===== src/rtl/apb_biu_ws_if.sv =====
// APB4 bus bundle between the fabric (master) and a peripheral BIU (slave).
interface apb_biu_ws_if #(
  parameter int ADDR_LHS = 10,
  parameter int DATA_W   = 32
);
  logic                  psel;
  logic                  penable;
  logic                  pwrite;
  logic [ADDR_LHS:0]     paddr;
  logic [DATA_W-1:0]     pwdata;
  logic [DATA_W/8-1:0]   pstrb;
  logic [DATA_W-1:0]     prdata;
  logic                  pready;
  logic                  pslverr;

  modport master (
    output psel, penable, pwrite, paddr, pwdata, pstrb,
    input  prdata, pready, pslverr
  );

  modport slave (
    input  psel, penable, pwrite, paddr, pwdata, pstrb,
    output prdata, pready, pslverr
  );
endinterface


===== src/rtl/apb_biu_ws.sv =====
// APB4 bus-interface unit with IP-driven wait states, byte strobes,
// out-of-range / ack-timeout error responses and 32/64-bit data width.
// Each APB access becomes a one-cycle wr_en/rd_en pulse toward the
// register bank; the IP finishes the access by raising ip_ack.
module apb_biu_ws #(
  parameter int ADDR_LHS = 10,
  parameter int DATA_W   = 32,
  parameter int REG_NUM  = 64,
  parameter int TIMEOUT  = 16,
  localparam int AW_LSB  = $clog2(DATA_W / 8),
  localparam int RA_W    = ADDR_LHS - AW_LSB + 1,
  localparam int STRB_W  = DATA_W / 8
) (
  input  logic              pclk,
  input  logic              presetn,
  apb_biu_ws_if.slave       apb,
  output logic              wr_en,
  output logic              rd_en,
  output logic [RA_W-1:0]   reg_addr,
  output logic [DATA_W-1:0] ipwdata,
  output logic [STRB_W-1:0] ipstrb,
  input  logic [DATA_W-1:0] iprdata,
  input  logic              ip_ack
);

  // A zero TIMEOUT still needs a 1-bit counter so the vector is legal.
  localparam int CNT_W = (TIMEOUT > 0) ? $clog2(TIMEOUT + 1) : 1;
  localparam bit TO_EN = (TIMEOUT != 0);
  localparam logic [CNT_W-1:0] TO_LAST = (TIMEOUT > 0) ? CNT_W'(TIMEOUT - 1) : '0;
  localparam logic [31:0] REG_NUM_U = 32'(REG_NUM);

  typedef enum logic [1:0] {
    ST_IDLE,
    ST_WAIT,
    ST_RESP
  } state_t;

  state_t            state_reg, state_next;
  logic [CNT_W-1:0]  cnt_reg, cnt_next;
  logic [DATA_W-1:0] prdata_reg, prdata_next;
  logic              pready_reg, pready_next;
  logic              pslverr_reg, pslverr_next;
  logic              wr_en_reg, wr_en_next;
  logic              rd_en_reg, rd_en_next;
  logic [RA_W-1:0]   reg_addr_reg;
  logic [DATA_W-1:0] ipwdata_reg;
  logic [STRB_W-1:0] ipstrb_reg;
  logic              write_reg;
  logic              capture;

  logic [RA_W-1:0]   word_idx;
  logic              setup_phase;
  logic              out_of_range;

  assign word_idx     = apb.paddr[ADDR_LHS:AW_LSB];
  assign setup_phase  = apb.psel && !apb.penable;
  assign out_of_range = (32'(word_idx) >= REG_NUM_U);

  // Next-state and next-output decode for the IDLE/WAIT/RESP handshake.
  always_comb begin
    state_next   = state_reg;
    cnt_next     = cnt_reg;
    prdata_next  = prdata_reg;
    pready_next  = 1'b0;
    pslverr_next = 1'b0;
    wr_en_next   = 1'b0;
    rd_en_next   = 1'b0;
    capture      = 1'b0;

    case (state_reg)
      ST_IDLE: begin
        if (setup_phase) begin
          capture = 1'b1;
          if (out_of_range) begin
            // Answer immediately with an error; the IP never sees it.
            state_next   = ST_RESP;
            pready_next  = 1'b1;
            pslverr_next = 1'b1;
          end else begin
            state_next = ST_WAIT;
            cnt_next   = '0;
            wr_en_next = apb.pwrite;
            rd_en_next = !apb.pwrite;
          end
        end
      end

      ST_WAIT: begin
        if (!apb.psel) begin
          // Master abandoned the transfer: no response is produced.
          state_next = ST_IDLE;
        end else if (ip_ack) begin
          // Ack has priority over a timeout in the same cycle.
          state_next  = ST_RESP;
          pready_next = 1'b1;
          if (!write_reg) begin
            prdata_next = iprdata;
          end
        end else if (TO_EN && (cnt_reg == TO_LAST)) begin
          state_next   = ST_RESP;
          pready_next  = 1'b1;
          pslverr_next = 1'b1;
          if (!write_reg) begin
            prdata_next = '0;
          end
        end else if (cnt_reg != '1) begin
          cnt_next = cnt_reg + CNT_W'(1);
        end
      end

      ST_RESP: begin
        state_next = ST_IDLE;
      end

      default: begin
        state_next = ST_IDLE;
      end
    endcase
  end

  // State, counter and registered APB/IP outputs.
  always_ff @(posedge pclk or negedge presetn) begin
    if (!presetn) begin
      state_reg   <= ST_IDLE;
      cnt_reg     <= '0;
      prdata_reg  <= '0;
      pready_reg  <= 1'b0;
      pslverr_reg <= 1'b0;
      wr_en_reg   <= 1'b0;
      rd_en_reg   <= 1'b0;
    end else begin
      state_reg   <= state_next;
      cnt_reg     <= cnt_next;
      prdata_reg  <= prdata_next;
      pready_reg  <= pready_next;
      pslverr_reg <= pslverr_next;
      wr_en_reg   <= wr_en_next;
      rd_en_reg   <= rd_en_next;
    end
  end

  // Request attributes are held from the setup phase until the next one.
  always_ff @(posedge pclk or negedge presetn) begin
    if (!presetn) begin
      reg_addr_reg <= '0;
      ipwdata_reg  <= '0;
      ipstrb_reg   <= '0;
      write_reg    <= 1'b0;
    end else if (capture) begin
      reg_addr_reg <= word_idx;
      ipwdata_reg  <= apb.pwdata;
      ipstrb_reg   <= apb.pstrb;
      write_reg    <= apb.pwrite;
    end
  end

  assign apb.prdata  = prdata_reg;
  assign apb.pready  = pready_reg;
  assign apb.pslverr = pslverr_reg;
  assign wr_en       = wr_en_reg;
  assign rd_en       = rd_en_reg;
  assign reg_addr    = reg_addr_reg;
  assign ipwdata     = ipwdata_reg;
  assign ipstrb      = ipstrb_reg;

endmodule


===== src/flat_wrapper.sv =====
// flat-port wrapper written by rule: the top's interface ports become plain ports
module apb_biu_ws_flat 
#(
  parameter int ADDR_LHS = 10,
  parameter int DATA_W   = 32,
  parameter int REG_NUM  = 64,
  parameter int TIMEOUT  = 16,
  localparam int AW_LSB  = $clog2(DATA_W / 8),
  localparam int RA_W    = ADDR_LHS - AW_LSB + 1,
  localparam int STRB_W  = DATA_W / 8
)
  (pclk, presetn, wr_en, rd_en, reg_addr, ipwdata, ipstrb, iprdata, ip_ack, apb_psel, apb_penable, apb_pwrite, apb_paddr, apb_pwdata, apb_pstrb, apb_prdata, apb_pready, apb_pslverr);
  apb_biu_ws_if #(.ADDR_LHS(ADDR_LHS), .DATA_W(DATA_W)) apb_i ();
  input  logic pclk;
  input  logic presetn;
  output logic wr_en;
  output logic rd_en;
  output logic [RA_W-1:0] reg_addr;
  output logic [DATA_W-1:0] ipwdata;
  output logic [STRB_W-1:0] ipstrb;
  input  logic [DATA_W-1:0] iprdata;
  input  logic ip_ack;
  input wire logic [$bits(apb_i.psel)-1:0] apb_psel;
  input wire logic [$bits(apb_i.penable)-1:0] apb_penable;
  input wire logic [$bits(apb_i.pwrite)-1:0] apb_pwrite;
  input wire logic [$bits(apb_i.paddr)-1:0] apb_paddr;
  input wire logic [$bits(apb_i.pwdata)-1:0] apb_pwdata;
  input wire logic [$bits(apb_i.pstrb)-1:0] apb_pstrb;
  output wire logic [$bits(apb_i.prdata)-1:0] apb_prdata;
  output wire logic [$bits(apb_i.pready)-1:0] apb_pready;
  output wire logic [$bits(apb_i.pslverr)-1:0] apb_pslverr;
  assign apb_i.psel = apb_psel;
  assign apb_i.penable = apb_penable;
  assign apb_i.pwrite = apb_pwrite;
  assign apb_i.paddr = apb_paddr;
  assign apb_i.pwdata = apb_pwdata;
  assign apb_i.pstrb = apb_pstrb;
  assign apb_prdata = apb_i.prdata;
  assign apb_pready = apb_i.pready;
  assign apb_pslverr = apb_i.pslverr;
  apb_biu_ws #(.ADDR_LHS(ADDR_LHS), .DATA_W(DATA_W), .REG_NUM(REG_NUM), .TIMEOUT(TIMEOUT)) u_core (.pclk(pclk), .presetn(presetn), .apb(apb_i), .wr_en(wr_en), .rd_en(rd_en), .reg_addr(reg_addr), .ipwdata(ipwdata), .ipstrb(ipstrb), .iprdata(iprdata), .ip_ack(ip_ack));
endmodule

===== config.mk =====
export PLATFORM = sky130hd
export DESIGN_NAME = apb_biu_ws_flat
export DESIGN_NICKNAME = d
export VERILOG_FILES = /design/src/rtl/apb_biu_ws_if.sv /design/src/rtl/apb_biu_ws.sv /design/src/flat_wrapper.sv
export SDC_FILE = /design/constraint.sdc
export NUM_CORES = 1
export LEC_CHECK = 0
export CAP_MARGIN = 15
export CORE_AREA = 3 3 112 87
export DETAILED_ROUTE_END_ITERATION = 8
export DIE_AREA = 0 0 115 90
export GPL_TIMING_DRIVEN = 0
export PLACE_DENSITY = 0.79
export SLEW_MARGIN = 40
export SYNTH_ARGS = -nofsm -noshare
export SYNTH_HDL_FRONTEND = slang
export SYNTH_SLANG_ARGS = --single-unit

===== constraint.sdc =====
create_clock -name pclk -period 2.9 [get_ports pclk]
set_clock_uncertainty 0.1 [all_clocks]
set_input_delay 0.435 -clock pclk [delete_from_list [all_inputs] [get_ports pclk]]
set_output_delay 0.435 -clock pclk [all_outputs]
set_load 0.05 [all_outputs]

# After elaboration in Yosys (flattened, before gate mapping)
# Index checks and enable logic that the tools add are counted.
# word_totals
elab_cells	67
out_inout_bits	81
register_bits	89
in_bits	85
# classes
eq_ne	10
reduce_logical	9
muxes	34
add_sub_neg	1
bitwise	1
n_lt_le_gt_ge	1
# op_table
operator	n
$mux 32	4
$mux 5	6
$mux 1	15
$mux 2	5
$pmux 5 s2	1
$ge 9x7->1 const B	1
$ne 2x2->1 const B	4
$reduce_and 7->1	1
$add 5x1->5 const B	1
$eq 5x4->1 const B	1
$ne 5x5->1 const B	1
$ne 2x1->1 const B	2
$ne 4x3->1 const B	1
$pmux 1 s2	2
$pmux 2 s2	1
$reduce_and 4->1	1
$reduce_bool 2->1	2
$eq 2x1->1 const B	1
$logic_not 1->1	2
$logic_not 2->1	1
$reduce_and 2->1	1
$logic_and 1x1->1	1
$not 1->1	1

# Logic depth before layout (Yosys ltp)
# depth
ltp_word	6
mapped_depth	7
ltp_nobuf	7

# Least setup slack after synthesis
# No wires, ideal clock.
# synth_path
path_type	reg-to-reg
start	register u_core.cnt_reg[0]
end	register u_core.cnt_reg[0]
path_slack_ps	814
period_less_slack_ps	2086
setup_time_ps	125
path_stages_with_launch	8
arrival_ps	1861
t_required_ps	2675
path_buffers	0
cell_sequence	dfrtp_1 ha_1 and3_1 ha_1 inv_1 mux2i_1 a211oi_4 mux2_2
# synth_via
elab_chain_cells	6
elab_cells_between_ends	11
classes_between	add/sub (1); eq/ne (4); mux (5); reduce/logical (1)
# synth_lines
element	line	source
from (decl)	apb_biu_ws.sv:39	logic [CNT_W-1:0] cnt_reg, cnt_next;
from (signal assigned)	apb_biu_ws.sv:133	cnt_reg <= cnt_next;
$add 5x1->5	apb_biu_ws.sv:107	cnt_next = cnt_reg + CNT_W'(1);
$mux 5	apb_biu_ws.sv:106	end else if (cnt_reg != '1) begin
$mux 5	apb_biu_ws.sv:99	end else if (TO_EN && (cnt_reg == TO_LAST)) begin
$mux 5	apb_biu_ws.sv:92	end else if (ip_ack) begin
$mux 5	apb_biu_ws.sv:89	if (!apb.psel) begin
$pmux 5 s2	apb_biu_ws.sv:70	case (state_reg)
# Several ways; a longest one is shown, not always the timed one. The select of a mux whose other input is x is not followed.
# A chain may end at the register's enable or synchronous reset.

# Worst setup path after layout
# layout_path
start	register u_core.cnt_reg[0]
end	register u_core.cnt_reg[4]
# Same word-level chain as after synthesis.

==> results.md <==
* Run status: complete, no violations
* Number of buffers added by the clock tree synthesis step at 9
* Number of maximum-capacitance constraint violations at 0
* Quantity of I/O buffers inserted on ports at roughly 160
* First-pass GRT wire length at 14.74 mm
* Critical path fanouts, max at 5
* Residual DRC at 0
* Number of cells traversed by the worst hold path at 2
* Worst slew margin relative to its limit at between 60% and 70%
* Number of nets produced by synthesis at about 380
* Post-detail-place hpwl at approximately 7 mm
* Setup slack of the most critical reg-to-reg path at 590 ps
* Critical path class: flip-flop to flip-flop
* Number of search-and-repair iterations in the first detailed-routing pass at 4
* Top Ports at roughly 170
* Maximum operating frequency at approximately 430 MHz
* Overall power after layout at 4132 uW
* Number of antenna cells inserted at 0
* Clk Tree Root Cell: clkbuf_16
* Share of layout cells above drive strength 1 at around 17%
* Warning count from the yosys run at 0
* Setup TNS after final layout at 0 ps
* Floorplan core area at between 8000 and 9000 um2
* Area delta synth->final at 59.17%
* Multi-input combinational cell area at around 1200 um2
* Top library cells by usage in the layout, fill and taps aside: clkdlybuf4s50_1 (161), dfrtp_1 (89), nand2_1 (69)
* Die extent in x at approximately 120 um
* Biggest area consumer among synthesized cells: dfrtp_1
* Sw power at approximately 1400 uW
* Number of nets with antenna violations after routing at 0
* Setup crit start kind: flip-flop
* Final critical-path required period at 2308 ps
* Starting Density at 41.66%
* Initial antenna violation count at 0
* Final nets at 558
* Iteration-0 DRC Markers at 54
* Kind of capture point of the worst setup path: flip-flop
* Gr ovfl total at 0
* Min-delay worst type: flip-flop to flip-flop
* Level count of the clock H-tree at 3
* Combinational Power Share at 33.1%
* Data required time at the worst endpoint at between 3000 and 4000 ps
* Pwr per Cell Area at about 730 nW/um2
* Fraction of the yosys area taken by sequential cells at a little over three fifths
* Post-CTS setup buffers at 0
* Maximum number of pins on one net before global-route repair at 52
* Peak supply drop at about 0.33 mV
* Arrival time reported for the critical path endpoint at 2420 ps
* Portion of synthesized cell area occupied by the leading cell type at approximately 62%
* Worst Tran Pin Value at ~540 ps
* Number of setup violations in the final report at 0
* Setup repair after global routing missed its margin: no
* WHS Endpoint: u_core.apb.prdata[4]
* Final cell utilization of the core at between 60% and 70%
* TritonCTS sink count at 89
* Clk slew on worst S/H paths at 60 ps
* Core Rows at 29
* Leading cell type in the layout, fill and taps excluded: clkdlybuf4s50_1
* Top post-synthesis cells by area: dfrtp_1 (62%), mux2_2 (15%), nand2_1 (7.3%)
* Number of pins exceeding their max-slew limit in the final report at 0
* Final Hold Fails at 0
* Sequential cell area in the final layout at between 2000 and 2500 um2
* Gate Count Post-Synth at around 300
* Worst r2r src: u_core.cnt_reg[0]
* Total number of vias at about 2.8k
* Worst reg2reg endpoint: u_core.cnt_reg[4]
* Clock network fraction of total power at between 20 and 30%
* Cell area after synthesis at between 3000 and 4000 um2
* Reg power frac at between 30 and 40%
* Mean routed wirelength per cell at between 15 and 20 um
* Crit share post-route at 79.58%
* Number of global-route vias before repair at ~2.9k
* Filler Cells Inserted at around 670
* Mean post-synth cell area at 12.09 um2
* GP Congestion at 0.7839
* Source of the worst hold timing path: u_core.apb.prdata[4]
* Clock insertion delay at the later pin of the skew report at 330 ps
* Switch share at 33.85%
* Leakage Power at roughly 0.0025 uW
* Die area at slightly above 10,000 um2
* Tot GR Track Use at roughly 18%
* Number of vias per cell after detailed routing at 4.834
* Reg2Reg Depth at 7
* Die height at approximately 90 um
* #FFs+latches synth at 89
* Post-synthesis cell type count at 26
* Internal power summed over all cells at 2734 uW
* Routed WL at 9.037 mm
* Maximum clock path buffer count at 2
* CTS tree: done
==> area by class of cell <==
cell class	count	share of cell area (%)
well taps	108	2.380
clock inverters	4	1.344
flip-flops and latches	89	39.22
multi-input cells	185	21.73
repair buffers	164	29.11
inverters	5	0.3305
plain buffers	16	1.543
clock buffers	12	4.341
==> synth_stat cells <==
cell,count
nand4_1,1
mux2i_1,2
ha_1,3
buf_2,10
or3_1,1
o32ai_1,1
inv_1,5
clkbuf_1,4
nor2b_1,4
o31ai_1,1
buf_6,2
or4_1,1
dfrtp_1,89
nor4bb_1,1
nor3_4,1
a211oi_4,1
o21ai_1,2
mux2_2,48
and2_4,1
nor2_1,5
nand2_1,69
nand3_1,34
and3_1,3
nand2b_1,2
o22ai_1,2
o221ai_1,2
==> cells by family (layout without fill, tap and decap cells) <==
group	count (synthesis)	after routing	share of synthesized area [%]
DFF	89	89	62.43
AOI/OAI and AO/OA	9	9	2.140
buffers and inverters	21	201	2.981
and+or+nand+nor	123	123	15.68
adders and majority gates	3	3	1.052
muxes	50	50	15.71
==> routing by layer <==
layer / GRT usage, % / up-vias / wire length, um
met3: 4.832 / 7 / 594
li1: - / 1349 / -
met2: 30.06 / 99 / 4483
met5: 0 / - / 0
met4: 3.812 / 0 / 51
met1: 22.48 / 1363 / 3907
==> per-stage QoR <==
step	cell area [um2]	hold slack [ps]	worst slack, ps	instances
after detailed placement	5345	308.2	542.0	566
after global placement	5324	349.4	-1886	565
after floorplan	3567	39.41	814.4	295
final	5678	367.0	592.1	583
after global routing	5678	392.6	449.8	583
after CTS	5678	369.9	595.2	583
==> power by group through the flow <==
stage               registers (uW)  clock network (uW)  logic [uW]
global route                  1560                1320        1430
CTS                           1530                1270        1380
global placement              1540                   0        1360
finish                        1530                1230        1370
detailed placement            1550                   0        1380
floorplan                     2160                   0         208
==> timing repair <==
item                                   in CTS  in global routing
resized for setup                           0                  0
endpoints found under the hold margin      50                  0
hold buffers                                1                  0
==> how the worst max path moves through the flow <==
stage	end	from	slack [ps]	cells past startpoint
floorplan	u_core.cnt_reg[0]	u_core.cnt_reg[0]	810	7
global placement	u_core.reg_addr[1]	presetn	-1890	1
detailed placement	u_core.cnt_reg[4]	apb_paddr[9]	540	5
CTS	u_core.cnt_reg[4]	u_core.cnt_reg[0]	600	7
global route	u_core.cnt_reg[4]	u_core.cnt_reg[0]	450	7
finish	u_core.cnt_reg[4]	u_core.cnt_reg[0]	590	7
==> critical path, stage by stage (launching register included) <==
cell      delay, ps
dfrtp_1         400
ha_1            240
and3_1          210
ha_1            240
inv_1           140
mux2i_1         130
a211oi_4        360
mux2_2          370
Note: power is estimated with default switching activity, not from simulation.
